[src/rtl/motor_pkg.sv]
// Shared types and helpers for the motor setpoint path.
// Covers setpoint typing, sequencer states, target clamping and slew stepping.
package motor_pkg;

    typedef logic signed [7:0] setpoint_t;

    typedef enum logic [2:0] {
        IDLE  = 3'd0,
        RAMP  = 3'd1,
        DWELL = 3'd2,
        HOLD  = 3'd3,
        FAULT = 3'd4
    } seq_state_t;

    localparam int SETPOINT_MAX = 127;

    // -128 has no positive mirror; folding it to -127 keeps all step arithmetic symmetric.
    function automatic setpoint_t clamp_target(input setpoint_t t);
        setpoint_t lim;
        lim = setpoint_t'(SETPOINT_MAX);
        return (t < -lim) ? -lim : t;
    endfunction

    function automatic setpoint_t goal_of(input setpoint_t sp, input setpoint_t tgt);
        if ((sp != 8'sd0) && (tgt[7] != sp[7])) begin
            return 8'sd0;
        end else begin
            return tgt;
        end
    endfunction

    function automatic setpoint_t step_toward(input setpoint_t sp, input setpoint_t goal,
                                              input logic [6:0] step);
        logic signed [8:0] diff_s;
        logic signed [8:0] step_s;
        logic signed [8:0] next_s;
        diff_s = $signed({goal[7], goal}) - $signed({sp[7], sp});
        step_s = $signed({2'b00, step});
        if (diff_s > step_s) begin
            next_s = $signed({sp[7], sp}) + step_s;
        end else if (diff_s < -step_s) begin
            next_s = $signed({sp[7], sp}) - step_s;
        end else begin
            next_s = $signed({goal[7], goal});
        end
        return next_s[7:0];
    endfunction

endpackage

[src/rtl/motor_tick_gen.sv]
// Free-running prescaler producing a registered one-cycle tick every TICK_DIV clocks.
module motor_tick_gen #(
    parameter int TICK_DIV = 1000
) (
    input  logic clk,
    input  logic reset_n,
    output logic tick
);

    localparam int CNT_W = $clog2(TICK_DIV);
    localparam logic [CNT_W-1:0] CNT_LAST = CNT_W'(TICK_DIV - 1);

    logic [CNT_W-1:0] cnt_r;
    logic [CNT_W-1:0] cnt_next_s;
    logic             tick_r;

    // Wrapping prescaler increment.
    always_comb begin
        cnt_next_s = cnt_r;
        if (cnt_r == CNT_LAST) begin
            cnt_next_s = '0;
        end else begin
            cnt_next_s = cnt_r + CNT_W'(1);
        end
    end

    // Tick is registered so it is high exactly while the counter sits at its last value.
    always_ff @(posedge clk) begin
        if (!reset_n) begin
            cnt_r  <= '0;
            tick_r <= 1'b0;
        end else begin
            cnt_r  <= cnt_next_s;
            tick_r <= (cnt_next_s == CNT_LAST);
        end
    end

    assign tick = tick_r;

endmodule

[src/rtl/motor_setpoint_sequencer.sv]
// Slew-limited setpoint sequencer with zero-crossing dwell, estop, watchdog and latched fault.
module motor_setpoint_sequencer
    import motor_pkg::*;
#(
    parameter int TICK_DIV   = 1000,
    parameter int STEP       = 4,
    parameter int REV_DWELL  = 50,
    parameter int WDOG_TICKS = 2000
) (
    input  logic              clk,
    input  logic              reset_n,
    input  logic              cmd_valid,
    output logic              cmd_ready,
    input  logic signed [7:0] cmd_target,
    input  logic              estop,
    input  logic              fault_clr,
    output logic signed [7:0] setpoint,
    output logic              busy,
    output logic              at_target,
    output logic              fault
);

    localparam int DW_W = (REV_DWELL > 1) ? $clog2(REV_DWELL) : 1;
    localparam int WD_W = (WDOG_TICKS > 1) ? $clog2(WDOG_TICKS + 1) : 1;
    localparam logic [6:0]      STEP_C     = 7'(STEP);
    localparam logic [DW_W-1:0] DWELL_LAST = DW_W'(REV_DWELL - 1);
    localparam logic [WD_W-1:0] WDOG_LAST  = WD_W'(WDOG_TICKS - 1);
    localparam logic [WD_W-1:0] WDOG_TOP   = WD_W'(WDOG_TICKS);
    localparam logic            WDOG_EN    = (WDOG_TICKS > 0);

    seq_state_t      state_r, state_n;
    setpoint_t       setpoint_r, sp_n;
    setpoint_t       target_r, tgt_n;
    logic [DW_W-1:0] dwell_r, dwell_n;
    logic [WD_W-1:0] wdog_r, wdog_n;
    logic            cmd_ready_r, busy_r, at_target_r, fault_r;

    logic      tick_s, accept_s, active_s, wdog_exp_s;
    setpoint_t new_tgt_s, goal_s, step_s;

    motor_tick_gen #(.TICK_DIV(TICK_DIV)) u_tick (
        .clk     (clk),
        .reset_n (reset_n),
        .tick    (tick_s)
    );

    // Next-state logic; branch order encodes estop > wdog > fault hold > cmd accept > tick step.
    always_comb begin
        state_n    = state_r;
        sp_n       = setpoint_r;
        tgt_n      = target_r;
        dwell_n    = dwell_r;
        wdog_n     = wdog_r;
        accept_s   = cmd_valid && cmd_ready_r;
        new_tgt_s  = clamp_target(cmd_target);
        goal_s     = goal_of(setpoint_r, target_r);
        step_s     = step_toward(setpoint_r, goal_s, STEP_C);
        active_s   = (state_r == RAMP) || (state_r == DWELL) || (state_r == HOLD);
        wdog_exp_s = WDOG_EN && tick_s && active_s && (wdog_r == WDOG_LAST);

        if (estop || wdog_exp_s) begin
            state_n = FAULT;
            sp_n    = 8'sd0;
            tgt_n   = 8'sd0;
            dwell_n = '0;
        end else if (state_r == FAULT) begin
            sp_n  = 8'sd0;
            tgt_n = 8'sd0;
            if (fault_clr) begin
                state_n = IDLE;
            end else begin
                state_n = FAULT;
            end
        end else if (accept_s) begin
            tgt_n  = new_tgt_s;
            wdog_n = '0;
            case (state_r)
                IDLE:    state_n = (new_tgt_s != 8'sd0) ? RAMP : IDLE;
                HOLD:    state_n = (new_tgt_s != target_r) ? RAMP : HOLD;
                DWELL: begin
                    if (new_tgt_s == 8'sd0) begin
                        state_n = IDLE;
                        dwell_n = '0;
                    end else begin
                        state_n = DWELL;
                    end
                end
                default: state_n = state_r;
            endcase
        end else if (tick_s) begin
            if (active_s && (wdog_r != WDOG_TOP)) begin
                wdog_n = wdog_r + WD_W'(1);
            end else begin
                wdog_n = wdog_r;
            end
            case (state_r)
                RAMP: begin
                    sp_n = step_s;
                    if (step_s == target_r) begin
                        state_n = (target_r == 8'sd0) ? IDLE : HOLD;
                    end else if ((step_s == 8'sd0) && (REV_DWELL > 0)) begin
                        state_n = DWELL;
                        dwell_n = '0;
                    end else begin
                        state_n = RAMP;
                    end
                end
                DWELL: begin
                    if (dwell_r == DWELL_LAST) begin
                        state_n = RAMP;
                        dwell_n = '0;
                    end else begin
                        dwell_n = dwell_r + DW_W'(1);
                    end
                end
                default: state_n = state_r;
            endcase
        end else begin
            state_n = state_r;
        end

        if ((state_n == IDLE) || (state_n == FAULT)) begin
            wdog_n = '0;
        end else begin
            wdog_n = wdog_n;
        end
    end

    // State and registered outputs; outputs are derived from next-state values to stay aligned.
    always_ff @(posedge clk) begin
        if (!reset_n) begin
            state_r     <= IDLE;
            setpoint_r  <= 8'sd0;
            target_r    <= 8'sd0;
            dwell_r     <= '0;
            wdog_r      <= '0;
            cmd_ready_r <= 1'b0;
            busy_r      <= 1'b0;
            at_target_r <= 1'b1;
            fault_r     <= 1'b0;
        end else begin
            state_r     <= state_n;
            setpoint_r  <= sp_n;
            target_r    <= tgt_n;
            dwell_r     <= dwell_n;
            wdog_r      <= wdog_n;
            cmd_ready_r <= (state_n != FAULT);
            busy_r      <= (state_n == RAMP) || (state_n == DWELL);
            at_target_r <= (sp_n == tgt_n) && ((state_n == IDLE) || (state_n == HOLD));
            fault_r     <= (state_n == FAULT);
        end
    end

    assign setpoint  = setpoint_r;
    assign cmd_ready = cmd_ready_r;
    assign busy      = busy_r;
    assign at_target = at_target_r;
    assign fault     = fault_r;

endmodule
[config.mk]
export PLATFORM = sky130hd
export DESIGN_NAME = motor_setpoint_sequencer
export DESIGN_NICKNAME = d
export VERILOG_FILES = /design/src/rtl/motor_pkg.sv /design/src/rtl/motor_tick_gen.sv /design/src/rtl/motor_setpoint_sequencer.sv
export SDC_FILE = /design/constraint.sdc
export NUM_CORES = 1
export LEC_CHECK = 0
export BUFFER_PORTS_ARGS = -buffer_cell sky130_fd_sc_hd__buf_4
export CAP_MARGIN = 15
export CORE_MARGIN = 2
export CORE_UTILIZATION = 23
export CTS_CLUSTER_DIAMETER = 80
export DETAILED_ROUTE_END_ITERATION = 6
export PLACE_DENSITY = 0.33
export SLEW_MARGIN = 20
export SYNTH_ARGS = -nofsm -noshare
export SYNTH_HDL_FRONTEND = slang
export SYNTH_SLANG_ARGS = --single-unit
[constraint.sdc]
create_clock -name clk -period 7.7 [get_ports clk]
set_input_delay 1.54 -clock clk [delete_from_list [all_inputs] [get_ports clk]]
set_output_delay 1.54 -clock clk [all_outputs]
set_load 0.02 [all_outputs]
==> results of run 1 <==
-- power by group --
| part | internal [W] | switching (W) | total [W] |
|---|---|---|---|
| combinational | 0.0000315 | 0.0000475 | 0.0000790 |
| sequential | 0.000267 | 0.00000452 | 0.000271 |
| clock | 0.000124 | 0.000112 | 0.000236 |
-- synth_stat cells (6+ instances only) --
library cell,count,area (sq um)
a21oi_1,31,155
a31oi_1,8,50.1
and2_1,9,56.3
and3_1,8,50.1
clkbuf_1,19,71.3
dfxtp_1,51,1020
ha_1,19,238
inv_1,26,97.6
mux2i_1,9,90.1
nand2_1,43,161
nand3_1,25,125
nand4_1,7,43.8
nor2_1,74,278
nor2b_1,6,37.5
nor3_1,10,50.1
nor3b_1,11,82.6
o21ai_0,26,130
or3_1,6,37.5
xnor2_1,28,245
xor2_1,8,70.1
-- worst max-delay path, cell delays in order, from the launching register on --
cell,delay [ns]
dfxtp_1,0.40
nor3_1,0.35
and3_1,0.23
nor3_1,0.05
a21oi_1,0.13
buf_4,0.22
nand2_1,0.13
ha_1,0.23
fa_1,0.40
nand3b_1,0.28
a32oi_1,0.25
nand2_1,0.12
a2111oi_2,0.38
a21oi_1,0.31
a222oi_1,0.63
xnor2_1,0.18
nand3_1,0.14
or4_1,0.55
a31oi_1,0.37
o221ai_2,0.31
nor2_1,0.17
-- path summary, 6_finish.rpt --
check / from / end / slack [ns] / depth (start not counted)
setup reg to reg: setpoint[4]$_SDFF_PN0_ / wdog_r[2]$_SDFFE_PP0P_ / 1.82 / 20
hold reg to reg: u_tick.cnt_r[0]$_SDFF_PN0_ / u_tick.cnt_r[0]$_SDFF_PN0_ / 0.49 / 1
setup / recovery: setpoint[4]$_SDFF_PN0_ / wdog_r[2]$_SDFFE_PP0P_ / 1.82 / 20
hold / removal: u_tick.cnt_r[0]$_SDFF_PN0_ / u_tick.cnt_r[0]$_SDFF_PN0_ / 0.49 / 1
-- routing by layer --
| layer | vias to the layer above | global-route usage, % |
|---|---|---|
| met4 | 0 | 3.78 |
| li1 | 1849 | - |
| met1 | 1699 | 17.4 |
| met2 | 50 | 21.0 |
| met5 | - | 0 |
| met3 | 10 | 2.25 |
-- metrics by stage --
step,worst slack [ns],power (W)
after floorplan,2.45,0.000332
after global routing,1.29,0.000619
final,1.82,0.000587
after CTS,1.82,0.000600
after global placement,2.02,0.000357
after detailed placement,1.86,0.000357
-- final cells by class --
type                       count  area (sq um)
clock buffer                   5           125
clock inverter                 3          28.8
fill                        1842         12100
inverter                      26          97.6
multi-input combinational    408          2630
sequential                    51          1020
tap                          220           275
timing repair buffer          25           188
-- flip-flops by register name, indices dropped and copies added (netlist names) --
name	count
at_target	1
cmd_ready	1
setpoint	8
fault	1
state_r	3
dwell_r	6
target_r	8
wdog_r	11
u_tick.cnt_r	10
busy	1
u_tick.tick	1
-- kinds of logic (layout without fill, tap and decap cells) --
logic type | after synthesis | in the layout | share of synthesized area [%]
DFF | 51 | 51 | 26.5
adders and majority gates | 20 | 20 | 6.69
xor gates and xnor gates | 36 | 36 | 8.19
and+or+nand+nor | 224 | 224 | 29.3
AOI/OAI and AO/OA | 117 | 117 | 21.2
buffers and inverters | 49 | 59 | 5.20
muxes | 11 | 11 | 2.92
==> run_results.csv, run 1 <==
group,metric,value,unit
global_route,grt.total_usage,12.9,%
sta,finalMaxSlewViolations,0,
global_route,grt_max_degree,22,
sta,whs,0.492,ns
floorplanning,io_pins,25,
yosys,syn_area,3850,sq um
pwr,power.density,134,nW/um^2
placement,place_congestion,0.778,
floorplanning,num_rows,47,
yosys,ys_seq_area_share,26.5,%
cts,holdBufCountCts,0,
yosys,syn_area_per_cell,7.58,sq um
yosys,ys.flop_type,"dfxtp_1",
drt,routed-via-count,3608,
layout,layout_common_cells,"nor2_1 (74), dfxtp_1 (51), nand2_1 (43)",
yosys,ys_ff_latch,51,
sta,tns,0,ns
setup_path,path_class,"reg2reg",
cts,clk_pin_slew,0.08,ns
drt,wl_met2,5.18,mm
yosys,syn-instance-count,508,
placement,place_inst,730,
cts,cts_buffer_depth,2,
layout,final_cells,738,
cts,post_cts_buffers,0,
drt,drc,0,
floorplanning,start_util,23.4,%
drt,top_layer,"met4",
sta,worst_pin_slew,0.909,ns
cts,numCtsBuffers,5,
pwr,peakVddDrop,0.0000752,V
yosys,yosys_warnings,0,
sta,fin_worst_skew,0.00640,ns
cts,cts_root_buf,"clkbuf_16",
sta,rsz0062_at_grt,"no",
global_route,grt_pass1_wl,18.5,mm
layout,antenna_cells,0,
run,drv_cap,0,
drt,via_per_inst,4.89,
layout,final_area,4370,sq um
cts,worstSkewPairLatency,0.30,ns
floorplanning,coreArea,16500,sq um
cts,htreeDepth,2,
sta,min_period,5.88,ns
placement,numPortBuffers,24,
setup_path,worstPathArrival,6.12,ns
drt,antenna_left,0,
sta,setup_violations,0,
yosys,synth.distinct_cells,64,
setup_path,cp.required,7.94,ns
layout,final_util,26.5,%
placement,dpl_cell_area,4210,sq um
sta,hold_violations,0,
drt,drtPass1Iterations,4,
drt,wl_met1,5.40,mm
cts,cts_sinks,51,
yosys,synth_edf_count,0,
hold_path,min_path_type,"reg2reg",
setup_path,crit_fanout,16,
sta,period_share,76.3,%
global_route,antenna_found_initial,0,
drt,routedWlPerCell,15.0,um
global_route,grt_pass1_vias,3462,
drt,wl_met3,326,um
layout,drive_gt1_share,8.88,%
drt,drt_iter0_drc,299,
cts,cts_tree,"built",
layout,final_common_cell,"nor2_1",
pwr,leakage,1.54,nW
layout,layout.nets,550,
yosys,async_flop_share,0,%
sta,fmax,0.170,GHz
floorplanning,chipHeight,133,um
cts,cts_resized,0,
run_status,run_status,"completed",
floorplanning,die_w,133,um
sta,max_slew_margin,38.9,%
setup_path,cp-start-kind,"flip-flop",
global_route,overflow,0,
layout,syn2layout_area_growth,13.4,%
placement,hpwl,8.80,mm
yosys,synth_nets,541,
setup_path,worstSetupEndpointType,"flip-flop",
drt,wl,11.1,mm
floorplanning,die_area,17800,sq um
No activity file was read; power rests on OpenSTA's default activity.
==> inputs of run 2 (changes only) <==
--- a/config.mk
+++ b/config.mk
@@ -5,6 +5,7 @@
 export SDC_FILE = /design/constraint.sdc
 export NUM_CORES = 1
 export LEC_CHECK = 0
+export ABC_AREA = 1
 export BUFFER_PORTS_ARGS = -buffer_cell sky130_fd_sc_hd__buf_4
 export CAP_MARGIN = 15
 export CORE_MARGIN = 2
==> constraint.sdc (replaced) <==
create_clock -name clk -period 6.15 [get_ports clk]
set_input_delay 1.23 -clock clk [delete_from_list [all_inputs] [get_ports clk]]
set_output_delay 1.23 -clock clk [all_outputs]
set_load 0.02 [all_outputs]
==> run_results.csv, run 2 <==
group,metric,value,unit
pwr,power.density,173,nW/um^2
placement,hpwl,9.76,mm
floorplanning,start_util,23.2,%
sta,layout_setup_ws,1.52,ns
cts,clk_pin_slew,0.07,ns
floorplanning,num_rows,48,
placement,numPortBuffers,24,
floorplanning,io_pins,25,
global_route,grt_max_degree,25,
global_route,antenna_found_initial,0,
layout,largest_reg_flops,11,
sta,max_slew_margin,40.6,%
setup_path,crit_fanout,10,
sta,finalMaxSlewViolations,0,
yosys,syn_area_per_cell,6.34,sq um
setup_path,crit_slowest_cell,"o21ai_0",
drt,drc,0,
cts,cts_buffer_depth,2,
layout,final_area,4540,sq um
yosys,syn_area,3970,sq um
cts,htreeDepth,2,
yosys,syn-instance-count,627,
yosys,synth_nets,660,
yosys,netlist.area_leader.share,25.7,%
sta,fin_worst_skew,0.00783,ns
pwr,leakage,1.97,nW
yosys,yosys_warnings,0,
drt,wl,12.1,mm
drt,routedWlPerCell,13.8,um
floorplanning,coreArea,17100,sq um
floorplanning,die_w,135,um
layout,layout_common_cells,"nand2_1 (142), nor2_1 (90), inv_1 (88)",
pwr,intPower,0.000539,W
pwr,p_sw_share,31.5,%
pwr,total_power,0.000786,W
sta,rsz0062_at_grt,"no",
layout,drive_gt1_share,11.2,%
setup_path,max_stage_delay,0.53,ns
layout,top_register,"wdog_r",
cts,cts_tree,"built",
setup_path,cp-start-kind,"flip-flop",
global_route,overflow,0,
cts,numCtsBuffers,5,
sta,min_period,4.63,ns
drt,antenna_left,0,
cts,cts_root_buf,"clkbuf_16",
pwr,p_clk_share,36.9,%
yosys,ys_top_cells_by_count,"nand2_1 (142), nor2_1 (90), inv_1 (88), nand3_1 (56), dfxtp_1 (51)",
sta,hold_violations,0,
pwr,peakVddDrop,0.0000933,V
layout,final_common_cell,"nand2_1",
cts,post_cts_buffers,0,
drt,drt_iter0_drc,102,
global_route,grt.total_usage,13.8,%
yosys,async_flop_share,0,%
sta,setup_violations,0,
setup_path,cpMostUsedCell,"nand2_1",
global_route,grt_pass1_vias,3949,
sta,period_share,75.2,%
sta,fmax,0.216,GHz
drt,via_per_inst,4.48,
hold_path,hold_depth,1,
placement,dpl_cell_area,4390,sq um
layout,layout.nets,683,
cts,holdBufCountCts,0,
cts,cts_sinks,51,
drt,routed-via-count,3923,
layout,antenna_cells,0,
yosys,ys_seq_area_share,25.7,%
sta,worst_pin_slew,0.891,ns
yosys,synth_edf_count,0,
setup_path,path_class,"reg2reg",
floorplanning,die_area,18300,sq um
placement,place_congestion,0.854,
hold_path,min_path_type,"reg2reg",
placement,dp_slack,1.50,ns
yosys,ys.flop_type,"dfxtp_1",
layout,reg.largest.list,"wdog_r: 11 flops, u_tick.cnt_r: 10 flops",
setup_path,worstPathArrival,4.87,ns
setup_path,cp.required,6.39,ns
cts,worstSkewPairLatency,0.31,ns
cts,cts_resized,0,
setup_path,worstSetupEndpointType,"flip-flop",
yosys,synth.distinct_cells,41,
yosys,yosysMostFrequentCell,"nand2_1",
yosys,synth.area.top_cells,"dfxtp_1 (26%), nand2_1 (13%), nor2_1 (8.5%)",
yosys,yosysTopAreaCell,"dfxtp_1",
drt,drtPass1Iterations,4,
setup_path,ff2ff_path_depth,29,
global_route,grt_pass1_wl,19.7,mm
pwr,switching_power,0.000248,W
pwr,comb_power_share,20.0,%
sta,tns,0,ns
yosys,ys_ff_latch,51,
run_status,run_status,"completed",
sta,whs,0.447,ns
layout,syn2layout_area_growth,14.3,%
run,drv_cap,0,
floorplanning,chipHeight,135,um
pwr,p_seq_share,43.1,%
-- run 2: cell types whose count changed in the layout (fill, tap and decap cells not counted), sizes merged, moves of 12 or more --
cell / before / now
nor2: 74 / 104
nand3: 25 / 62
xnor2: 28 / 10
nand2: 43 / 151
inv: 27 / 93
a21oi: 31 / 19
xor2: 8 / 20
-- run 2: final timing paths --
path / end / start / slack [ns]
setup / recovery: at_target$_SDFF_PN1_ / setpoint[3]$_SDFF_PN0_ / 1.52
hold / removal: u_tick.cnt_r[0]$_SDFF_PN0_ / u_tick.cnt_r[0]$_SDFF_PN0_ / 0.45
setup reg to reg: at_target$_SDFF_PN1_ / setpoint[3]$_SDFF_PN0_ / 1.52
hold reg to reg: u_tick.cnt_r[0]$_SDFF_PN0_ / u_tick.cnt_r[0]$_SDFF_PN0_ / 0.45
-- run 2: metrics by stage --
step / utilization (%) / std cells
after CTS: 26.5 / 876
after global placement: 25.7 / 868
final: 26.5 / 876
after detailed placement: 25.7 / 868
after floorplan: - / 627
after global routing: 26.5 / 876
-- run 2: metal layers --
metal	global-route usage [%]	routed length, um	up-vias
met1	17.6	5950	1784
li1	-	-	2064
met2	23.1	5460	53
met3	2.81	379	22
met5	0	0	-
met4	5.09	310	0
-- run 2: power groups by stage --
stage	logic, W	clock network (W)	registers [W]
floorplan	0.000115	0	0.000348
global placement	0.000160	0	0.000346
detailed placement	0.000158	0	0.000346
CTS	0.000159	0.000306	0.000339
global route	0.000181	0.000319	0.000340
finish	0.000157	0.000290	0.000339
-- run 2: worst max-delay path: cells and delay by family, from the launching register on --
family                     cells  cell delay, ns
AOI/OAI and AO/OA              3            0.83
xor gates and xnor gates       1            0.18
adders and majority gates      3            0.79
buffers and inverters          3            0.35
DFF                            1            0.35
and+or+nand+nor               19            2.04
-- run 2: cell families (layout without fill, tap and decap cells) --
family                     count (synthesis)  after routing  share of synthesized area (%)
AOI/OAI and AO/OA                         63             63                           9.32
xor gates and xnor gates                  30             30                           6.61
adders and majority gates                 20             20                           6.49
buffers and inverters                    101            125                           9.92
DFF                                       51             51                           25.7
and+or+nand+nor                          362            362                           42.0
-- run 2: area by class of cell --
type,instances,area (sq um)
Fill cell,1976,12600
Multi-Input combinational cell,475,2560
Sequential cell,51,1020
Inverter,92,345
Tap cell,225,282
Timing Repair Buffer,25,188
Clock buffer,5,125
Clock inverter,3,22.5
